==> config.mk <==
export PLATFORM = sky130hd
export DESIGN_NAME = axi_stream_monitor
export DESIGN_NICKNAME = d
export VERILOG_FILES = /design/src/rtl/axi_stream_monitor.sv
export SDC_FILE = /design/constraint.sdc
export NUM_CORES = 1
export LEC_CHECK = 0
export CAP_MARGIN = 10
export CORE_ASPECT_RATIO = 1.25
export CORE_MARGIN = 4
export CORE_UTILIZATION = 58
export CTS_BUF_LIST = sky130_fd_sc_hd__clkbuf_8
export DETAILED_ROUTE_END_ITERATION = 12
export GPL_TIMING_DRIVEN = 0
export PLACE_DENSITY_LB_ADDON = 0.1
export SYNTH_ARGS = -nofsm -noshare
export SYNTH_HDL_FRONTEND = slang
export SYNTH_SLANG_ARGS = --single-unit
==> constraint.sdc <==
create_clock -name clk -period 18.1 [get_ports clk]
set_input_delay 2.715 -clock clk [delete_from_list [all_inputs] [get_ports clk]]
set_output_delay 2.715 -clock clk [all_outputs]
set_load 0.1 [all_outputs]
==> src/rtl/axi_stream_monitor.sv <==
// Passive AXI4-stream protocol monitor: per-rule violation detection, sticky flags,
// first-error capture and saturating error/traffic counters for a status register block.
module axi_stream_monitor #(
  parameter int BW              = 4,
  parameter int CNT_W           = 32,
  parameter int CHK_MASTER_HOLD = 1,
  parameter int CHK_SLAVE_HOLD  = 0,
  parameter int CHK_PACKED      = 0,
  parameter int MAX_PKT_BEATS   = 0
) (
  input  logic              clk,
  input  logic              rst,
  input  logic              clear,
  input  logic              tready,
  input  logic              tvalid,
  input  logic [8*BW-1:0]   tdata,
  input  logic [BW-1:0]     tkeep,
  input  logic              tlast,
  output logic [5:0]        err_flags,
  output logic [5:0]        err_first,
  output logic              err_pulse,
  output logic [CNT_W-1:0]  err_count,
  output logic [CNT_W-1:0]  beat_count,
  output logic [CNT_W-1:0]  pkt_count,
  output logic [CNT_W-1:0]  byte_count,
  output logic [CNT_W-1:0]  cur_pkt_beats
);

  localparam int DW = 8*BW;

  function automatic logic [CNT_W-1:0] sat_add(input logic [CNT_W-1:0] a,
                                               input logic [CNT_W-1:0] b);
    logic [CNT_W:0] s;
    s = {1'b0, a} + {1'b0, b};
    return s[CNT_W] ? '1 : s[CNT_W-1:0];
  endfunction

  logic             tvalid_q, tready_q, tlast_q;
  logic [DW-1:0]    tdata_q;
  logic [BW-1:0]    tkeep_q;
  logic [5:0]       flags_q, flags_d, first_q, first_d;
  logic             pulse_q, pulse_d;
  logic [CNT_W-1:0] errc_q, errc_d, beat_q, beat_d, pkt_q, pkt_d;
  logic [CNT_W-1:0] byte_q, byte_d, cur_q, cur_d;

  logic             stall_d, wait_d, hs;
  logic [5:0]       v;
  logic [BW-1:0]    keep_inc;
  logic [CNT_W-1:0] keep_cnt;

  assign stall_d  = tvalid_q & ~tready_q;
  assign wait_d   = tready_q & ~tvalid_q;
  assign hs       = tvalid & tready;
  assign keep_inc = tkeep + BW'(1);

  always_comb begin
    keep_cnt = '0;
    for (int i = 0; i < BW; i++) keep_cnt = keep_cnt + CNT_W'(tkeep[i]);
  end

  // A last beat may be partial, but only as a run of ones from bit 0.
  always_comb begin
    v    = '0;
    v[0] = (CHK_MASTER_HOLD != 0) && stall_d && !tvalid;
    v[1] = (CHK_MASTER_HOLD != 0) && stall_d && tvalid &&
           ({tdata, tkeep, tlast} != {tdata_q, tkeep_q, tlast_q});
    v[2] = (CHK_SLAVE_HOLD != 0) && wait_d && !tready;
    v[3] = (CHK_PACKED != 0) && hs &&
           (tlast ? ((tkeep & keep_inc) != '0) : (tkeep != '1));
    v[4] = hs && (tkeep == '0);
    v[5] = (MAX_PKT_BEATS > 0) && hs && (cur_q >= CNT_W'(MAX_PKT_BEATS));
  end

  // clear acts first, then this cycle's events are applied on top of it.
  always_comb begin
    logic [5:0]       flags_b;
    logic [CNT_W-1:0] errc_b, beat_b, pkt_b, byte_b, cur_b;
    flags_b = clear ? '0 : flags_q;
    errc_b  = clear ? '0 : errc_q;
    beat_b  = clear ? '0 : beat_q;
    pkt_b   = clear ? '0 : pkt_q;
    byte_b  = clear ? '0 : byte_q;
    cur_b   = clear ? '0 : cur_q;

    flags_d = flags_b | v;
    pulse_d = |v;
    errc_d  = (|v) ? sat_add(errc_b, CNT_W'(1)) : errc_b;
    beat_d  = hs ? sat_add(beat_b, CNT_W'(1)) : beat_b;
    pkt_d   = (hs && tlast) ? sat_add(pkt_b, CNT_W'(1)) : pkt_b;
    byte_d  = hs ? sat_add(byte_b, keep_cnt) : byte_b;

    if (hs && tlast)  cur_d = '0;
    else if (hs)      cur_d = sat_add(cur_b, CNT_W'(1));
    else              cur_d = cur_b;

    if (clear)                        first_d = v;
    else if (flags_q == '0 && (|v))   first_d = v;
    else                              first_d = first_q;
  end

  always_ff @(posedge clk or posedge rst) begin
    if (rst) begin
      tvalid_q <= 1'b0;
      tready_q <= 1'b0;
      tlast_q  <= 1'b0;
      tdata_q  <= '0;
      tkeep_q  <= '0;
      flags_q  <= '0;
      first_q  <= '0;
      pulse_q  <= 1'b0;
      errc_q   <= '0;
      beat_q   <= '0;
      pkt_q    <= '0;
      byte_q   <= '0;
      cur_q    <= '0;
    end else begin
      tvalid_q <= tvalid;
      tready_q <= tready;
      tlast_q  <= tlast;
      tdata_q  <= tdata;
      tkeep_q  <= tkeep;
      flags_q  <= flags_d;
      first_q  <= first_d;
      pulse_q  <= pulse_d;
      errc_q   <= errc_d;
      beat_q   <= beat_d;
      pkt_q    <= pkt_d;
      byte_q   <= byte_d;
      cur_q    <= cur_d;
    end
  end

  assign err_flags     = flags_q;
  assign err_first     = first_q;
  assign err_pulse     = pulse_q;
  assign err_count     = errc_q;
  assign beat_count    = beat_q;
  assign pkt_count     = pkt_q;
  assign byte_count    = byte_q;
  assign cur_pkt_beats = cur_q;

endmodule

==> reports/results.txt <==
Status = complete, no violations
Worst r2r src = byte_count[0]$_DFF_PP0_
Area added between synthesis and finish = 28.70%
Routability cong. = 0.8671
Num CTS Buffers = 35
Final Max Slew Viols = 0
Critical path launch point type = primary input
Commonest non-fill, non-tap cells in the layout = clkdlybuf4s50_1 (208), dfrtp_1 (206), nand2_1 (140)
WP data required = 18.46 ns
Final Cycle Share = 0.3896
Full die area = 20650 um2
Total GRT Usage = 0.2837
Critical path startpoint = clear
VDD IR-drop max = 0.05490 mV
Min Tclk post-route = 7.051 ns
Die height = 159.7 um
Total Wirelength = 29320 um
Fin Hold WS = 0.5057 ns
Initial core utilization = 0.5898
CTS root buf = clkbuf_8
Ys Warns = 0
Fin worst setup slack = 11.05 ns
WL/cell = 18.32 um
First-pass GRT wire length = 47260 um
Cell row count = 55
Post-placement setup slack = 10.52 ns
Sequential share of the synthesized area = 0.4829
Core ar. = 18100 um2
Top_reg_cell synth = dfrtp_1
Clock skew = 0.02217 ns
TNS Setup = 0 ns
# setup viols final = 0
CTS sink count = 206
PD cells = 69.95 nW/um2
Remaining DRCs = 0
Synth Area per Inst = 9.696 um2
Vias per cell = 5.704
Pleak = 0.005744 uW
HPWL after detailed placement = 20960 um
Mapped Cells = 1101
Commonest non-fill, non-tap cell in the layout = clkdlybuf4s50_1
Hold Vio Cnt, Final = 0
Netlist cell types = 70
CTS tree = done
Post-synth EDFFs = 0
Hold-fix buffers, CTS = 0
Max-Cap Viols = 0
Antenna viol nets, final = 0
I/O Pins = 215
N_diodes = 0
Fmax = 141.8 MHz
Via count = 9127
Share of cells above drive strength 1 = 0.07434
Mapped cell area = 10680 um2
H-Tree Level Count = 2
Seq cells post-synth = 206
Die W = 129.3 um
Setup crit end kind = flop
Clock slew at reported path FFs = 0.06 ns
Ys async rst share = 1.000
Nets = 1403
Largest net degree at the start of global routing = 118
Worst min-delay path startpoint = err_first[1]$_DFFE_PP0P_
Initial antenna violation count = 0
Pre-Repair DR Iteration Count = 5
Clk_lat worst skew = 0.52 ns
CTS Buffer Depth = 3
Critical Path AT = 7.41 ns
Post-CTS Resized = 0
Hold Crit Class = reg -> reg
Worst Path Max Fanout = 10
Initial drt markers = 663
RSZ-0062 raised after global routing = no
Worst Tran Pin Value = 1.056 ns
Post-CTS setup buffer count = 0
Vias in the first global route = 9309
CP Class = in -> reg
Port buffer count = 208
Max transition margin = 0.2938
Grt total ovfl = 0
logic make-up (layout without fill, tap and decap cells):
kind of cell	count (synthesis)	count (layout)	share of synthesized area
AO/OA/AOI/OAI	137	137	0.07232
adder cells (fa/ha/maj)	9	9	0.01266
buffers and inverters	74	340	0.03270
multiplexers	10	10	0.009845
other	1	6	0.0003513
AND/OR/NAND/NOR	492	492	0.2481
XOR/XNOR	172	172	0.1411
flip-flops	206	206	0.4829
cell type report:
type,instances,area (um2)
clock inverter,15,65.06
tap,228,285.3
buffer,54,274.0
fill,1377,4359
timing repair buffer,209,2110
sequential,206,5155
inverter,20,82.58
multi-input combinational,826,5190
clock buffer,42,578.1
registers in the layout, summed over array words and instances, names as in the netlist:
name / count
beat_count: 32
byte_count: 32
cur_pkt_beats: 32
err_count: 32
pkt_count: 32
tdata_q: 32
tkeep_q: 4
err_first: 3
err_flags: 3
err_pulse: 1
tlast_q: 1
tready_q: 1
tvalid_q: 1
layer usage:
metal  vias to the layer above  GRT usage  part of all wire
li1                       4291          -                 -
met1                      4463     0.3602              0.41
met4                         0    0.09885             0.034
met3                        75    0.06591             0.064
met5                         -          0                 0
met2                       298     0.4748              0.49
cell usage after synthesis (5+ instances only):
| library cell | n | area, um2 |
|---|---|---|
| nand3_1 | 60 | 300.3 |
| nand2b_1 | 10 | 62.56 |
| clkbuf_1 | 27 | 101.4 |
| o21ai_0 | 75 | 375.4 |
| buf_2 | 11 | 55.05 |
| and2_1 | 5 | 31.28 |
| nor2_1 | 63 | 236.5 |
| buf_4 | 7 | 52.55 |
| ha_1 | 6 | 75.07 |
| o21ai_1 | 7 | 35.03 |
| and3_1 | 20 | 125.1 |
| mux2i_1 | 6 | 60.06 |
| dfrtp_1 | 206 | 5155 |
| nor3_1 | 37 | 185.2 |
| a21o_1 | 5 | 37.54 |
| or3_1 | 6 | 37.54 |
| xor2_1 | 79 | 691.9 |
| nor2b_1 | 35 | 219.0 |
| nor4_1 | 24 | 150.1 |
| xnor2_1 | 93 | 814.5 |
| nand2_1 | 140 | 525.5 |
| o21a_1 | 7 | 52.55 |
| inv_1 | 20 | 75.07 |
| nor3b_1 | 11 | 82.58 |
| a21oi_1 | 23 | 115.1 |
| nand4_1 | 38 | 237.7 |
per-stage QoR:
stage | instances | area [um2] | util | power (uW)
2_1_floorplan | 1106 | 10690 | - | 542.8
3_3_place_gp | 1542 | 13060 | 0.7217 | 575.4
3_5_place_dp | 1543 | 13100 | 0.7236 | 577.6
4_1_cts | 1600 | 13740 | 0.7591 | 971.3
5_1_grt | 1600 | 13740 | 0.7591 | 999.5
6_report | 1600 | 13740 | 0.7591 | 961.1
critical path, cell delays in order:
cell             delay, ns
clkdlybuf4s50_1       0.47
buf_6                 0.20
inv_1                 0.14
buf_2                 0.32
clkbuf_1              0.44
clkbuf_1              0.63
nand2_1               0.19
fa_1                  0.44
inv_1                 0.08
fa_1                  0.18
and3_1                0.15
clkbuf_1              0.28
and2_0                0.17
nand4_1               0.18
nor2_1                0.38
and3_1                0.23
xnor2_1               0.11
o21ai_0               0.08
final timing paths:
| path | end | slack [ns] | cells past startpoint |
|---|---|---|---|
| max in group asynchronous | pkt_count[23]$_DFF_PP0_ | 14.42 | 3 |
| min | err_first[1]$_DFFE_PP0P_ | 0.51 | 1 |
| max | byte_count[28]$_DFF_PP0_ | 11.05 | 18 |
| max reg2reg | byte_count[28]$_DFF_PP0_ | 15.20 | 12 |
| min in group asynchronous | byte_count[28]$_DFF_PP0_ | 2.70 | 2 |
| min reg2reg | err_first[1]$_DFFE_PP0P_ | 0.51 | 1 |
report_power, final:
group | internal, uW | switching [uW]
clock network | 209 | 183
logic | 27.3 | 68.5
registers | 468 | 4.78
Note: power is estimated with default switching activity, not from simulation.
==> RTL edit (same settings) <==
`tdata_q`, `pkt_q` and `byte_q` no longer have a reset.
--- a/src/rtl/axi_stream_monitor.sv
+++ b/src/rtl/axi_stream_monitor.sv
@@ -103,31 +103,31 @@
       tvalid_q <= 1'b0;
       tready_q <= 1'b0;
       tlast_q  <= 1'b0;
-      tdata_q  <= '0;
       tkeep_q  <= '0;
       flags_q  <= '0;
       first_q  <= '0;
       pulse_q  <= 1'b0;
       errc_q   <= '0;
       beat_q   <= '0;
-      pkt_q    <= '0;
-      byte_q   <= '0;
       cur_q    <= '0;
     end else begin
       tvalid_q <= tvalid;
       tready_q <= tready;
       tlast_q  <= tlast;
-      tdata_q  <= tdata;
       tkeep_q  <= tkeep;
       flags_q  <= flags_d;
       first_q  <= first_d;
       pulse_q  <= pulse_d;
       errc_q   <= errc_d;
       beat_q   <= beat_d;
-      pkt_q    <= pkt_d;
-      byte_q   <= byte_d;
       cur_q    <= cur_d;
     end
+  end
+
+  always_ff @(posedge clk) begin
+    tdata_q <= tdata;
+    pkt_q   <= pkt_d;
+    byte_q  <= byte_d;
   end
 
   assign err_flags     = flags_q;
Behaviour: not the same (a bounded check fails within 4 cycles, from zero or initial values and one cycle with rst high).
==> RTL edit against the original RTL <==
Final area is 3.5% lower; sequential cell count stayed put; wire length is 2.4% lower; global-route usage is 0.30 points higher; worst hold slack better by 0.016 ns; final cell count is 0.31% lower; critical path depth is 3 lower; worst setup slack worse by 0.19 ns; power hardly changed; register-to-register slack worse by 0.07 ns; area after synthesis is 4.5% lower; via count is 0.98% lower.
==> RTL edit: results (changes against the original RTL) <==
hold_path:
  hp-start: "pkt_count[30]$_DFF_P_"  # was err_first[1]$_DFFE_PP0P_
  min_to: "pkt_count[30]$_DFF_P_"  # was err_first[1]$_DFFE_PP0P_
  holdPathStages: 2  # was 1
  hp-class: "reg -> reg"  # unchanged
worst_setup_path:
  rrSetupSlack_ns: 15.13  # was 15.20 ns
  worst_ep_arrival_time_ns: 7.61  # was 7.41 ns
  ff2ff_path_depth: 9  # was 12
  r2r-end: "byte_count[31]$_DFF_P_"  # was byte_count[28]$_DFF_PP0_
  r2r-start: "byte_count[0]$_DFF_P_"  # was byte_count[0]$_DFF_PP0_
outcome:
  status: "complete, no violations"  # unchanged
grt:
  track_usage_pct: 28.7  # was 28.4%
  gr-total-overflow: 0  # unchanged
  grt_antenna_before_repair: 0  # unchanged
  grt_max_degree: 72  # was 118
  first_global_vias: 9066  # was 9309
  grt_pass1_wl_um: 46000  # was 47300 µm
final_layout:
  drive_above_1_share_pct: 7.42  # was 7.43%
  num-fill-cells: 1240  # was 1377
  nets: 1402  # was 1403
  diodes: 0  # unchanged
sta:
  slew_headroom_pct: 28.1  # was 29.4%
  skew_ns: 0.0205  # was 0.0222 ns
place:
  dp_worst_setup_slack_ns: 10.52  # about the same
  gp_congestion: 0.938  # was 0.867
  portBuffers: 208  # unchanged
  dpl.hpwl_um: 20400  # was 21000 µm
logic_synthesis:
  ys_types: 71  # was 70
  seq_area_frac_synth_pct: 45.9  # was 48.3%
  ys_top_cells_by_count: "nand2_1, dfrtp_1, dfxtp_1"  # was dfrtp_1, nand2_1, xnor2_1
  synthArstFlopShare_pct: 53.4  # was 100%
  yosys-top-cells-area: "dfrtp_1, dfxtp_1, xnor2_1"  # was dfrtp_1, xnor2_1, xor2_1
route:
  first_iter_violations: 532  # was 663
  via_per_inst: 5.67  # was 5.70
  routed_wl_um: 28600  # was 29300 µm
power:
  p_int_mw: 0.706  # was 0.704 mW
  peakVddDrop_v: 0.0000612  # was 0.0000549 V
  p_leak_nw: 5.29  # was 5.74 nW
clock_tree:
  cts_made_buffers: 34  # was 35
  cts_resized: 0  # unchanged
-- RTL edit: final cells by class --
type / count / area share, %
plain buffers: 54 / 2.07
multi-input cells: 826 / 39.2
clock buffers: 43 / 4.47
flip-flops and latches: 206 / 35.3
inverters: 20 / 0.585
well taps: 220 / 2.08
repair buffers: 209 / 15.9
clock inverters: 17 / 0.519
-- RTL edit: metal layers --
metal	routed length (µm)	part of all wire, %	up-vias	track usage, %
li1	-	-	4283	-
met1	11500	40	4365	35.2
met2	14300	50	329	49.7
met3	1980	6.9	61	6.73
met4	755	2.6	0	9.66
met5	0	0	-	0
-- RTL edit: worst max-delay path by stage --
stage,startpoint,end,slack (ns),cells after the start
after floorplan,clear,byte_count[26]$_DFF_P_,12.29,17
after global placement,clear,byte_count[31]$_DFF_P_,10.50,15
after detailed placement,clear,byte_count[28]$_DFF_P_,10.52,18
after CTS,clear,byte_count[31]$_DFF_P_,10.99,15
after global routing,clear,byte_count[31]$_DFF_P_,10.75,15
final,clear,byte_count[31]$_DFF_P_,10.86,15
-- RTL edit: cell families after synthesis --
kind of cell    Yosys count  share of synthesized area (%)
compound gates          137                           7.57
xor+xnor                172                           14.8
fa+ha+maj                 9                           1.33
buf+inv                  74                           3.42
flops                   206                           45.9
mux                      10                           1.03
other cells               1                         0.0368
simple gates            492                           26.0
-- RTL edit: through the flow --
stage               area [µm²]  power, mW  cells  util, %  hold slack, ns
floorplan                10200      0.537   1106        -           0.610
global placement         12600      0.568   1534     73.8           0.493
detailed placement       12600      0.570   1535     73.9           0.500
CTS                      13300      0.964   1595     77.8           0.524
global route             13300      0.991   1595     77.8           0.535
finish                   13300      0.960   1595     77.8           0.522
-- RTL edit: worst max-delay path: stages --
cell	delay, ns
clkdlybuf4s50_1	0.52
buf_6	0.20
buf_6	0.22
buf_6	0.19
clkbuf_1	0.66
clkbuf_1	0.67
nor2b_1	0.22
ha_1	0.34
nand2b_1	0.06
a2111oi_1	0.80
nand4_1	0.36
nor2_1	0.27
nand3_1	0.12
mux2i_1	0.18
nor2_1	0.05
-- RTL edit: power groups by stage --
| stage | clock, mW | sequential (mW) | combinational, mW |
|---|---|---|---|
| final | 0.399 | 0.470 | 0.0914 |
| after global routing | 0.423 | 0.471 | 0.0973 |
| after floorplan | 0 | 0.502 | 0.0352 |
| after CTS | 0.402 | 0.470 | 0.0917 |
| after global placement | 0 | 0.479 | 0.0893 |
| after detailed placement | 0 | 0.479 | 0.0908 |
